`src/rtl/pid_multichannel_if.sv`:
```
// Handshake, sample and configuration bundle for the multichannel PID controller.
// The bench side drives through master, the controller consumes through slave.
interface pid_multichannel_if #(
    parameter int DATA_WIDTH = 16,
    parameter int CH_BITS    = 2
);
    logic                         enable;
    logic                         cfg_we;
    logic [CH_BITS-1:0]           cfg_ch;
    logic [1:0]                   cfg_sel;
    logic [DATA_WIDTH-1:0]        cfg_data;
    logic                         in_valid;
    logic                         in_ready;
    logic [CH_BITS-1:0]           in_ch;
    logic signed [DATA_WIDTH-1:0] setpoint;
    logic signed [DATA_WIDTH-1:0] process_var;
    logic                         out_valid;
    logic                         out_ready;
    logic [CH_BITS-1:0]           out_ch;
    logic signed [DATA_WIDTH-1:0] control_output;
    logic                         out_saturated;

    modport master (
        output enable, cfg_we, cfg_ch, cfg_sel, cfg_data,
        output in_valid, in_ch, setpoint, process_var, out_ready,
        input  in_ready, out_valid, out_ch, control_output, out_saturated
    );

    modport slave (
        input  enable, cfg_we, cfg_ch, cfg_sel, cfg_data,
        input  in_valid, in_ch, setpoint, process_var, out_ready,
        output in_ready, out_valid, out_ch, control_output, out_saturated
    );
endinterface

```
`src/rtl/pid_multichannel.sv`:
```
// Time-multiplexed PID controller: NUM_CH loops share one MAC datapath,
// with per-channel gains, clamped integrator with anti-windup and valid/ready I/O.
module pid_multichannel #(
    parameter int DATA_WIDTH  = 16,
    parameter int FRAC_BITS   = 8,
    parameter int NUM_CH      = 4,
    parameter int CH_BITS     = 2,
    parameter int ACC_WIDTH   = 32,
    parameter int OUTPUT_MIN  = -1000,
    parameter int OUTPUT_MAX  = 1000,
    parameter int INTEG_LIMIT = 262144
) (
    input logic               clk,
    input logic               rst,
    pid_multichannel_if.slave bus
);
    localparam int DW = DATA_WIDTH;
    localparam int AW = ACC_WIDTH;
    localparam int SW = ACC_WIDTH + 2;

    localparam logic signed [DW:0]    ERR_MAX  = (DW+1)'((2**(DW-1)) - 1);
    localparam logic signed [DW:0]    ERR_MIN  = (DW+1)'(-(2**(DW-1)));
    localparam logic signed [AW:0]    I_MAX    = (AW+1)'(INTEG_LIMIT);
    localparam logic signed [AW:0]    I_MIN    = (AW+1)'(-INTEG_LIMIT);
    localparam logic signed [SW-1:0]  Y_MAX    = SW'(OUTPUT_MAX);
    localparam logic signed [SW-1:0]  Y_MIN    = SW'(OUTPUT_MIN);
    localparam logic signed [DW-1:0]  ERR_ZERO = '0;

    typedef enum logic [2:0] {S_IDLE, S_ERR, S_MUL, S_SUM, S_OUT} state_t;

    function automatic logic signed [DW-1:0] sat_err(input logic signed [DW:0] v);
        logic signed [DW-1:0] r;
        if (v > ERR_MAX)      r = ERR_MAX[DW-1:0];
        else if (v < ERR_MIN) r = ERR_MIN[DW-1:0];
        else                  r = v[DW-1:0];
        return r;
    endfunction

    function automatic logic signed [AW-1:0] clamp_integ(input logic signed [AW:0] v);
        logic signed [AW-1:0] r;
        if (v > I_MAX)      r = I_MAX[AW-1:0];
        else if (v < I_MIN) r = I_MIN[AW-1:0];
        else                r = v[AW-1:0];
        return r;
    endfunction

    state_t state_r, state_s;

    logic [CH_BITS-1:0]   ch_r;
    logic signed [DW-1:0] sp_r, pv_r, kp_r, ki_r, kd_r;
    logic signed [DW-1:0] err_r;
    logic signed [DW:0]   derr_r;
    logic signed [AW-1:0] p_r, icand_r;
    logic signed [AW:0]   d_r;

    logic                 out_valid_r, sat_r;
    logic [CH_BITS-1:0]   out_ch_r;
    logic signed [DW-1:0] ctrl_r;

    logic signed [DW-1:0] kp_mem_r [NUM_CH];
    logic signed [DW-1:0] ki_mem_r [NUM_CH];
    logic signed [DW-1:0] kd_mem_r [NUM_CH];
    logic signed [AW-1:0] integ_r  [NUM_CH];
    logic signed [DW-1:0] prev_err_r [NUM_CH];

    logic                 in_ready_s, accept_s;
    logic                 ch_ok_s, in_ok_s, cfg_ok_s;
    logic [CH_BITS-1:0]   idx_s, in_idx_s, cfg_idx_s;
    logic signed [DW:0]   err_wide_s, derr_s;
    logic signed [DW-1:0] err_s;
    logic signed [AW-1:0] p_s, icand_s;
    logic signed [AW:0]   integ_sum_s, d_s;
    logic signed [SW-1:0] sum_s, y_s;
    logic signed [DW-1:0] ctrl_s;
    logic                 sat_s, hold_s;

    assign in_ready_s = (state_r == S_IDLE) && bus.enable && !rst;
    assign accept_s   = in_ready_s && bus.in_valid;

    assign bus.in_ready       = in_ready_s;
    assign bus.out_valid      = out_valid_r;
    assign bus.out_ch         = out_ch_r;
    assign bus.control_output = ctrl_r;
    assign bus.out_saturated  = sat_r;

    // Channel-range guards; out-of-range channels map to index 0 but never write back.
    always_comb begin
        ch_ok_s   = (int'(ch_r) < NUM_CH);
        in_ok_s   = (int'(bus.in_ch) < NUM_CH);
        cfg_ok_s  = (int'(bus.cfg_ch) < NUM_CH);
        idx_s     = ch_ok_s  ? ch_r       : '0;
        in_idx_s  = in_ok_s  ? bus.in_ch  : '0;
        cfg_idx_s = cfg_ok_s ? bus.cfg_ch : '0;
    end

    // Shared arithmetic for the ERR, MUL and SUM stages.
    always_comb begin
        err_wide_s  = {sp_r[DW-1], sp_r} - {pv_r[DW-1], pv_r};
        err_s       = sat_err(err_wide_s);
        derr_s      = {err_s[DW-1], err_s} - {prev_err_r[idx_s][DW-1], prev_err_r[idx_s]};
        p_s         = AW'(kp_r) * AW'(err_r);
        integ_sum_s = (AW+1)'(integ_r[idx_s]) + (AW+1)'(ki_r) * (AW+1)'(err_r);
        icand_s     = clamp_integ(integ_sum_s);
        d_s         = (AW+1)'(kd_r) * (AW+1)'(derr_r);
        sum_s       = SW'(p_r) + SW'(icand_r) + SW'(d_r);
        y_s         = sum_s >>> FRAC_BITS;
        if (y_s > Y_MAX) begin
            ctrl_s = Y_MAX[DW-1:0];
            sat_s  = 1'b1;
        end else if (y_s < Y_MIN) begin
            ctrl_s = Y_MIN[DW-1:0];
            sat_s  = 1'b1;
        end else begin
            ctrl_s = y_s[DW-1:0];
            sat_s  = 1'b0;
        end
        // Freeze the integrator only when it would push further into saturation.
        hold_s = ((y_s > Y_MAX) && (err_r > ERR_ZERO)) ||
                 ((y_s < Y_MIN) && (err_r < ERR_ZERO));
    end

    // FSM state register.
    always_ff @(posedge clk or posedge rst) begin
        if (rst) state_r <= S_IDLE;
        else     state_r <= state_s;
    end

    // FSM next-state logic.
    always_comb begin
        state_s = state_r;
        case (state_r)
            S_IDLE: if (accept_s) state_s = S_ERR; else state_s = S_IDLE;
            S_ERR:  state_s = S_MUL;
            S_MUL:  state_s = S_SUM;
            S_SUM:  state_s = S_OUT;
            S_OUT:  if (bus.out_ready) state_s = S_IDLE; else state_s = S_OUT;
            default: state_s = S_IDLE;
        endcase
    end

    // Pipeline registers and the held output word.
    always_ff @(posedge clk or posedge rst) begin
        if (rst) begin
            ch_r <= '0; sp_r <= '0; pv_r <= '0;
            kp_r <= '0; ki_r <= '0; kd_r <= '0;
            err_r <= '0; derr_r <= '0;
            p_r <= '0; icand_r <= '0; d_r <= '0;
            out_valid_r <= 1'b0; out_ch_r <= '0; ctrl_r <= '0; sat_r <= 1'b0;
        end else begin
            case (state_r)
                S_IDLE: begin
                    if (accept_s) begin
                        ch_r <= bus.in_ch;
                        sp_r <= bus.setpoint;
                        pv_r <= bus.process_var;
                        kp_r <= in_ok_s ? kp_mem_r[in_idx_s] : '0;
                        ki_r <= in_ok_s ? ki_mem_r[in_idx_s] : '0;
                        kd_r <= in_ok_s ? kd_mem_r[in_idx_s] : '0;
                    end
                end
                S_ERR: begin
                    err_r  <= err_s;
                    derr_r <= derr_s;
                end
                S_MUL: begin
                    p_r     <= p_s;
                    icand_r <= icand_s;
                    d_r     <= d_s;
                end
                S_SUM: begin
                    out_valid_r <= 1'b1;
                    out_ch_r    <= ch_r;
                    ctrl_r      <= ch_ok_s ? ctrl_s : '0;
                    sat_r       <= ch_ok_s && sat_s;
                end
                S_OUT: begin
                    if (bus.out_ready) out_valid_r <= 1'b0;
                end
                default: ;
            endcase
        end
    end

    // Per-channel gains and loop state; a clear issued alongside write-back wins.
    always_ff @(posedge clk or posedge rst) begin
        if (rst) begin
            for (int i = 0; i < NUM_CH; i++) begin
                kp_mem_r[i]   <= '0;
                ki_mem_r[i]   <= '0;
                kd_mem_r[i]   <= '0;
                integ_r[i]    <= '0;
                prev_err_r[i] <= '0;
            end
        end else begin
            if ((state_r == S_SUM) && ch_ok_s) begin
                prev_err_r[idx_s] <= err_r;
                if (!hold_s) integ_r[idx_s] <= icand_r;
            end
            if (bus.cfg_we && cfg_ok_s) begin
                case (bus.cfg_sel)
                    2'd0: kp_mem_r[cfg_idx_s] <= bus.cfg_data;
                    2'd1: ki_mem_r[cfg_idx_s] <= bus.cfg_data;
                    2'd2: kd_mem_r[cfg_idx_s] <= bus.cfg_data;
                    2'd3: begin
                        integ_r[cfg_idx_s]    <= '0;
                        prev_err_r[cfg_idx_s] <= '0;
                    end
                    default: ;
                endcase
            end
        end
    end
endmodule

```
`src/flat_wrapper.sv`:
```
// flat-port wrapper written by rule: the top's interface ports become plain ports
module pid_multichannel_flat 
#(
    parameter int DATA_WIDTH  = 16,
    parameter int FRAC_BITS   = 8,
    parameter int NUM_CH      = 4,
    parameter int CH_BITS     = 2,
    parameter int ACC_WIDTH   = 32,
    parameter int OUTPUT_MIN  = -1000,
    parameter int OUTPUT_MAX  = 1000,
    parameter int INTEG_LIMIT = 262144
)
  (clk, rst, bus_enable, bus_cfg_we, bus_cfg_ch, bus_cfg_sel, bus_cfg_data, bus_in_valid, bus_in_ch, bus_setpoint, bus_process_var, bus_out_ready, bus_in_ready, bus_out_valid, bus_out_ch, bus_control_output, bus_out_saturated);
  pid_multichannel_if #(.DATA_WIDTH(DATA_WIDTH), .CH_BITS(CH_BITS)) bus_i ();
  input logic clk;
  input logic rst;
  input wire logic [$bits(bus_i.enable)-1:0] bus_enable;
  input wire logic [$bits(bus_i.cfg_we)-1:0] bus_cfg_we;
  input wire logic [$bits(bus_i.cfg_ch)-1:0] bus_cfg_ch;
  input wire logic [$bits(bus_i.cfg_sel)-1:0] bus_cfg_sel;
  input wire logic [$bits(bus_i.cfg_data)-1:0] bus_cfg_data;
  input wire logic [$bits(bus_i.in_valid)-1:0] bus_in_valid;
  input wire logic [$bits(bus_i.in_ch)-1:0] bus_in_ch;
  input wire logic [$bits(bus_i.setpoint)-1:0] bus_setpoint;
  input wire logic [$bits(bus_i.process_var)-1:0] bus_process_var;
  input wire logic [$bits(bus_i.out_ready)-1:0] bus_out_ready;
  output wire logic [$bits(bus_i.in_ready)-1:0] bus_in_ready;
  output wire logic [$bits(bus_i.out_valid)-1:0] bus_out_valid;
  output wire logic [$bits(bus_i.out_ch)-1:0] bus_out_ch;
  output wire logic [$bits(bus_i.control_output)-1:0] bus_control_output;
  output wire logic [$bits(bus_i.out_saturated)-1:0] bus_out_saturated;
  assign bus_i.enable = bus_enable;
  assign bus_i.cfg_we = bus_cfg_we;
  assign bus_i.cfg_ch = bus_cfg_ch;
  assign bus_i.cfg_sel = bus_cfg_sel;
  assign bus_i.cfg_data = bus_cfg_data;
  assign bus_i.in_valid = bus_in_valid;
  assign bus_i.in_ch = bus_in_ch;
  assign bus_i.setpoint = bus_setpoint;
  assign bus_i.process_var = bus_process_var;
  assign bus_i.out_ready = bus_out_ready;
  assign bus_in_ready = bus_i.in_ready;
  assign bus_out_valid = bus_i.out_valid;
  assign bus_out_ch = bus_i.out_ch;
  assign bus_control_output = bus_i.control_output;
  assign bus_out_saturated = bus_i.out_saturated;
  pid_multichannel #(.DATA_WIDTH(DATA_WIDTH), .FRAC_BITS(FRAC_BITS), .NUM_CH(NUM_CH), .CH_BITS(CH_BITS), .ACC_WIDTH(ACC_WIDTH), .OUTPUT_MIN(OUTPUT_MIN), .OUTPUT_MAX(OUTPUT_MAX), .INTEG_LIMIT(INTEG_LIMIT)) u_core (.clk(clk), .rst(rst), .bus(bus_i));
endmodule
```
`config.mk`:
```
export PLATFORM = sky130hd
export DESIGN_NAME = pid_multichannel_flat
export DESIGN_NICKNAME = d
export VERILOG_FILES = /design/src/rtl/pid_multichannel_if.sv /design/src/rtl/pid_multichannel.sv /design/src/flat_wrapper.sv
export SDC_FILE = /design/constraint.sdc
export NUM_CORES = 2
export LEC_CHECK = 0
export CAP_MARGIN = 40
export CORE_MARGIN = 1
export CORE_UTILIZATION = 46
export CTS_CLUSTER_DIAMETER = 40
export DETAILED_ROUTE_END_ITERATION = 8
export PLACE_DENSITY = 0.71
export SETUP_SLACK_MARGIN = 0.1
export SYNTH_ARGS = -nofsm -noshare
export SYNTH_HDL_FRONTEND = slang
export SYNTH_SLANG_ARGS = --single-unit
export TNS_END_PERCENT = 100
```
`constraint.sdc`:
```
create_clock -name clk -period 40.4 [get_ports clk]
set_input_delay 10.1 -clock clk [delete_from_list [all_inputs] [get_ports clk]]
set_output_delay 10.1 -clock clk [all_outputs]
set_load 0.005 [all_outputs]
```
Word level (Yosys, flattened, before mapping):

Cells that the tools add are included.

* output and inout bits: 21
* logic and storage cells: 137
* flip-flop bits (word level): 619
* input port bits: 60

* reductions and logical operators: 17
* multipliers: 3
* add/sub/neg operators: 5
* muxes and demuxes: 48
* bitwise operators: 7
* magnitude comparators: 13
* eq/ne operators: 8

Operator list (count)
* $mux 128: 4
* $bwmux 64: 4
* $mux 16: 14
* $mux 32: 6
* $mux 64: 3
* $and 128x128->128: 1
* $bmux 16 s2: 4
* $bwmux 128: 1
* $demux 32 s2: 2
* $not 128->128: 1
* $add 32x32->33: 2
* $and 64x64->64: 1
* $bmux 32 s2: 1
* $demux 16 s2: 2
* $mul 16x16->32: 2
* $not 64->64: 1
* $add 33x33->34: 1
* $sub 16x16->17: 2
* $gt 33x20->1 const B: 1
* $lt 33x19->1 const B: 1
* $mul 16x17->33: 1
* $gt 26x11->1 const B: 1
* $lt 26x11->1 const B: 1
* $gt 17x16->1 const B: 1
* other kinds (23): 43

Longest topological paths before layout:

* word-level depth: 11
* mapped depth: 31
* depth with buffers taken out: 31

Worst setup path before layout:

No wires, ideal clock.

* kind: input port to output port
* start point: input port rst
* end point: output port bus_in_ready
* stages on the path: 2
* buffers on the path: 0
* arrival: 24352 ps
* slack: 5948 ps
* required time: 30300 ps
* path through: inv_1 and4b_1

* longest elaborated chain between the ends: 2

Ends and longest elaborated chain
* start: declaration: line flat_wrapper.sv:16 `input logic rst;`
* $logic_not 1->1: line pid_multichannel.sv:77 `assign in_ready_s = (state_r == S_IDLE) && bus.enable && !rst;`
* $logic_and 1x1->1: line pid_multichannel.sv:77
* end: declaration: line flat_wrapper.sv:27 `output wire logic [$bits(bus_i.in_ready)-1:0] bus_in_ready;`

Every way passes these cells.

Worst setup path after layout:

Same ends and word-level chain as after synthesis.

==> metrics <==
layout cells sized above 1=12.1%; Post-synth top flop=dfrtp_1; Syn-to-layout area delta=9.14%; total of warnings raised by yosys=0; Synth top cells by count=inv_1 (981), fa_1 (871), nand2_1 (770), dfrtp_1 (619), ha_1 (331); cell family with most CP delay=buffers and inverters; initial antenna violation count=5; GR peak layer=met2; CTS root buf=clkbuf_16; M3 GR Usage=4.16%; Most common cell on crit path=clkdlybuf4s50_1; Slew Viols, Final=0; RSZ-0062 raised after global routing=no; grt met1 use=32.9%; Starting Density=46.4%; Hold Path Class=flip-flop to flip-flop; number of synthesized flops with an enable pin=0; slowest CP cell=clkdlybuf4s50_1; antenna-violating nets left=0; synth top area cells=fa_1 (28%), dfrtp_1 (25%), ha_1 (6.7%); Total Neg Setup Slack=0 ps; most frequent cell after synthesis=inv_1; RD Place Congestion=0.932; FF+latch count, synth=619; CP Data Arrival Time=12050 ps; worst-margin pin slew=1110 ps; first-pass GRT wire length=267000 um; vias in the first global route=47600; Final min period=22150 ps; max incr delay on CP=560 ps; CTS tree=done; H-tree levels=3; die footprint=0.136 mm2; Cell Rows=134; Vias/cell=5.70; Chip Height=369 um; DR WL/cell=21.4 um; Clock Skew=58.5 ps; Avg Cell Area, Syn=10.2 um2; hpwl dp=122000 um; CP max FO=84; GRT Total Usage=25.0%; sequential share of the synthesized area=25.0%; crit path cell chain=clkdlybuf4s50_1, inv_8, and4b_1, clkdlybuf4s50_1; GR Util met2=40.8%; # nets final=7239; crit path capture type=primary output; Routed WL=167000 um; DRC Markers=4; crit start category=input port; Placeable Area=0.134 mm2; Layout fillers=11600; deepest clock path buffer count=3; CTS Buf Count=82; Hold Fails Final Rpt=0; later-pin clock latency in the skew report=670 ps; CTS Hold Bufs=0; failing checks=DRC; grt total ovfl=0; MaxCap Viol Count=0; IO Port Bufs=80; largest net degree at the start of global routing=198; cell taking the most area after synthesis=fa_1; WP buf/inv=3; Via Count=44500; Post-Syn Instances=6073; post-synthesis cell type count=85; Max transition margin=26.2%; type of the worst setup path=input port to primary output; Crit path required time=30300 ps; Synth Net Count=7335; DIE WIDTH=369 um; Synth top area share=28.1%; post_cts resized=0; Ports=81; initial detailed-routing violation count=3720; Clock transition at path regs=50 ps; final setup fails=0; status=finished, violations left; final period utilization=54.8%; CTS sink cnt=619; First-pass DRT Iterations=9; post-CTS setup buffers=0; maximum clock frequency=45.1 MHz; Synth Cell Area=0.0620 mm2; asr flop ratio synth=100%
-- path summary, 6_finish.rpt --
check,startpoint,to,slack [ps],cells after the start
min,u_core.bus.out_ch[1]$_DFFE_PP0P_,u_core.bus.out_ch[1]$_DFFE_PP0P_,470,2
max,rst,bus_in_ready,18250,4
min reg2reg,u_core.bus.out_ch[1]$_DFFE_PP0P_,u_core.bus.out_ch[1]$_DFFE_PP0P_,470,2
max in group asynchronous,rst,u_core.kp_mem_r[43]$_DFFE_PP0P_,28020,4
min in group asynchronous,rst,u_core.d_r[31]$_DFFE_PP0P_,9990,2
max reg2reg,u_core.err_r[1]$_DFFE_PP0P_,u_core.icand_r[18]$_DFFE_PP0P_,31610,26
-- sequential cells by signal (all words and copies together) (netlist names), 17 cells and up --
signal / count
u_core.prev_err_r: 64
u_core.derr_r: 17
u_core.ki_mem_r: 64
u_core.p_r: 32
u_core.integ_r: 128
u_core.kd_mem_r: 64
u_core.icand_r: 32
u_core.d_r: 33
u_core.kp_mem_r: 64
-- worst register-to-register path: stages (launching register included) --
cell and delay, ps:
dfrtp_1 800, buf_4 450, nand2_1 230, inv_1 160, fa_1 520, inv_1 170, fa_1 450, fa_1 520
inv_1 60, fa_1 500, fa_1 490, inv_1 50, fa_1 470, inv_1 40, ha_1 360, a21o_1 220
a21o_1 170, a21oi_1 320, o22ai_1 190, a211oi_1 460, o31ai_1 170, xor2_1 180, nand2_1 580, nor4b_1 550
a41oi_2 130, buf_8 220, o22a_1 160
-- cell type report --
type                            instances  area (um2)  share of cell area (%)
Antenna cell                            2        5.00                 0.00739
Clock buffer                           93        2140                    3.17
Clock inverter                         55         783                    1.16
Inverter                              981        3690                    5.45
Multi-Input combinational cell       4118       41400                    61.2
Sequential cell                       619       15500                    22.9
Tap cell                             1768        2210                    3.27
Timing Repair Buffer                  175        1960                    2.90
-- logic make-up after synthesis --
group / count (synthesis) / share of synthesized area (%)
mux: 378 / 8.60
flops: 619 / 25.0
simple gates: 1574 / 12.3
compound gates: 813 / 8.74
buf+inv: 1336 / 8.44
fa+ha+maj: 1204 / 34.8
xor+xnor: 149 / 2.10
-- per-stage QoR --
| stage | hold slack (ps) | instance area (um2) | util [%] | std cells | worst slack [ps] |
|---|---|---|---|---|---|
| detailed placement | 463 | 64800 | 48.5 | 7660 | 18170 |
| floorplan | 439 | 62000 | - | 6073 | 5950 |
| CTS | 476 | 67700 | 50.6 | 7808 | 18170 |
| global placement | 459 | 64100 | 48.0 | 7631 | 18160 |
| finish | 471 | 67700 | 50.7 | 7811 | 18250 |
| global route | 489 | 67700 | 50.7 | 7809 | 18080 |
-- layout by cell type (no fill, tap or decap), types with 16 or more instances in the layout --
master             n
a21o_1            75
a21oi_1          318
and2_1           330
buf_16            18
buf_4             66
clkbuf_16         82
clkdlybuf4s50_1   78
dfrtp_1          617
fa_1             871
ha_1             331
inv_1            980
inv_6             16
mux2_2           280
mux4_2            96
nand2_1          768
nand2b_1          48
nand3_1           31
nand4_1          145
nor2_1           109
nor2b_1           16
nor3_1            23
o21ai_0          137
o31ai_1           69
o31ai_2           70
or3_1             16
xnor2_1           95
xor2_1            54
-- per-layer routing --
layer | up-vias | share of wire, %
li1 | 19400 | -
met1 | 23000 | 40
met2 | 1770 | 48
met3 | 395 | 7.6
met4 | 2 | 4.7
met5 | - | 0.0078
Power is left out: the tool's default activity adds up to more than one toggle a clock period on the data nets, which glitch-free logic cannot reach.
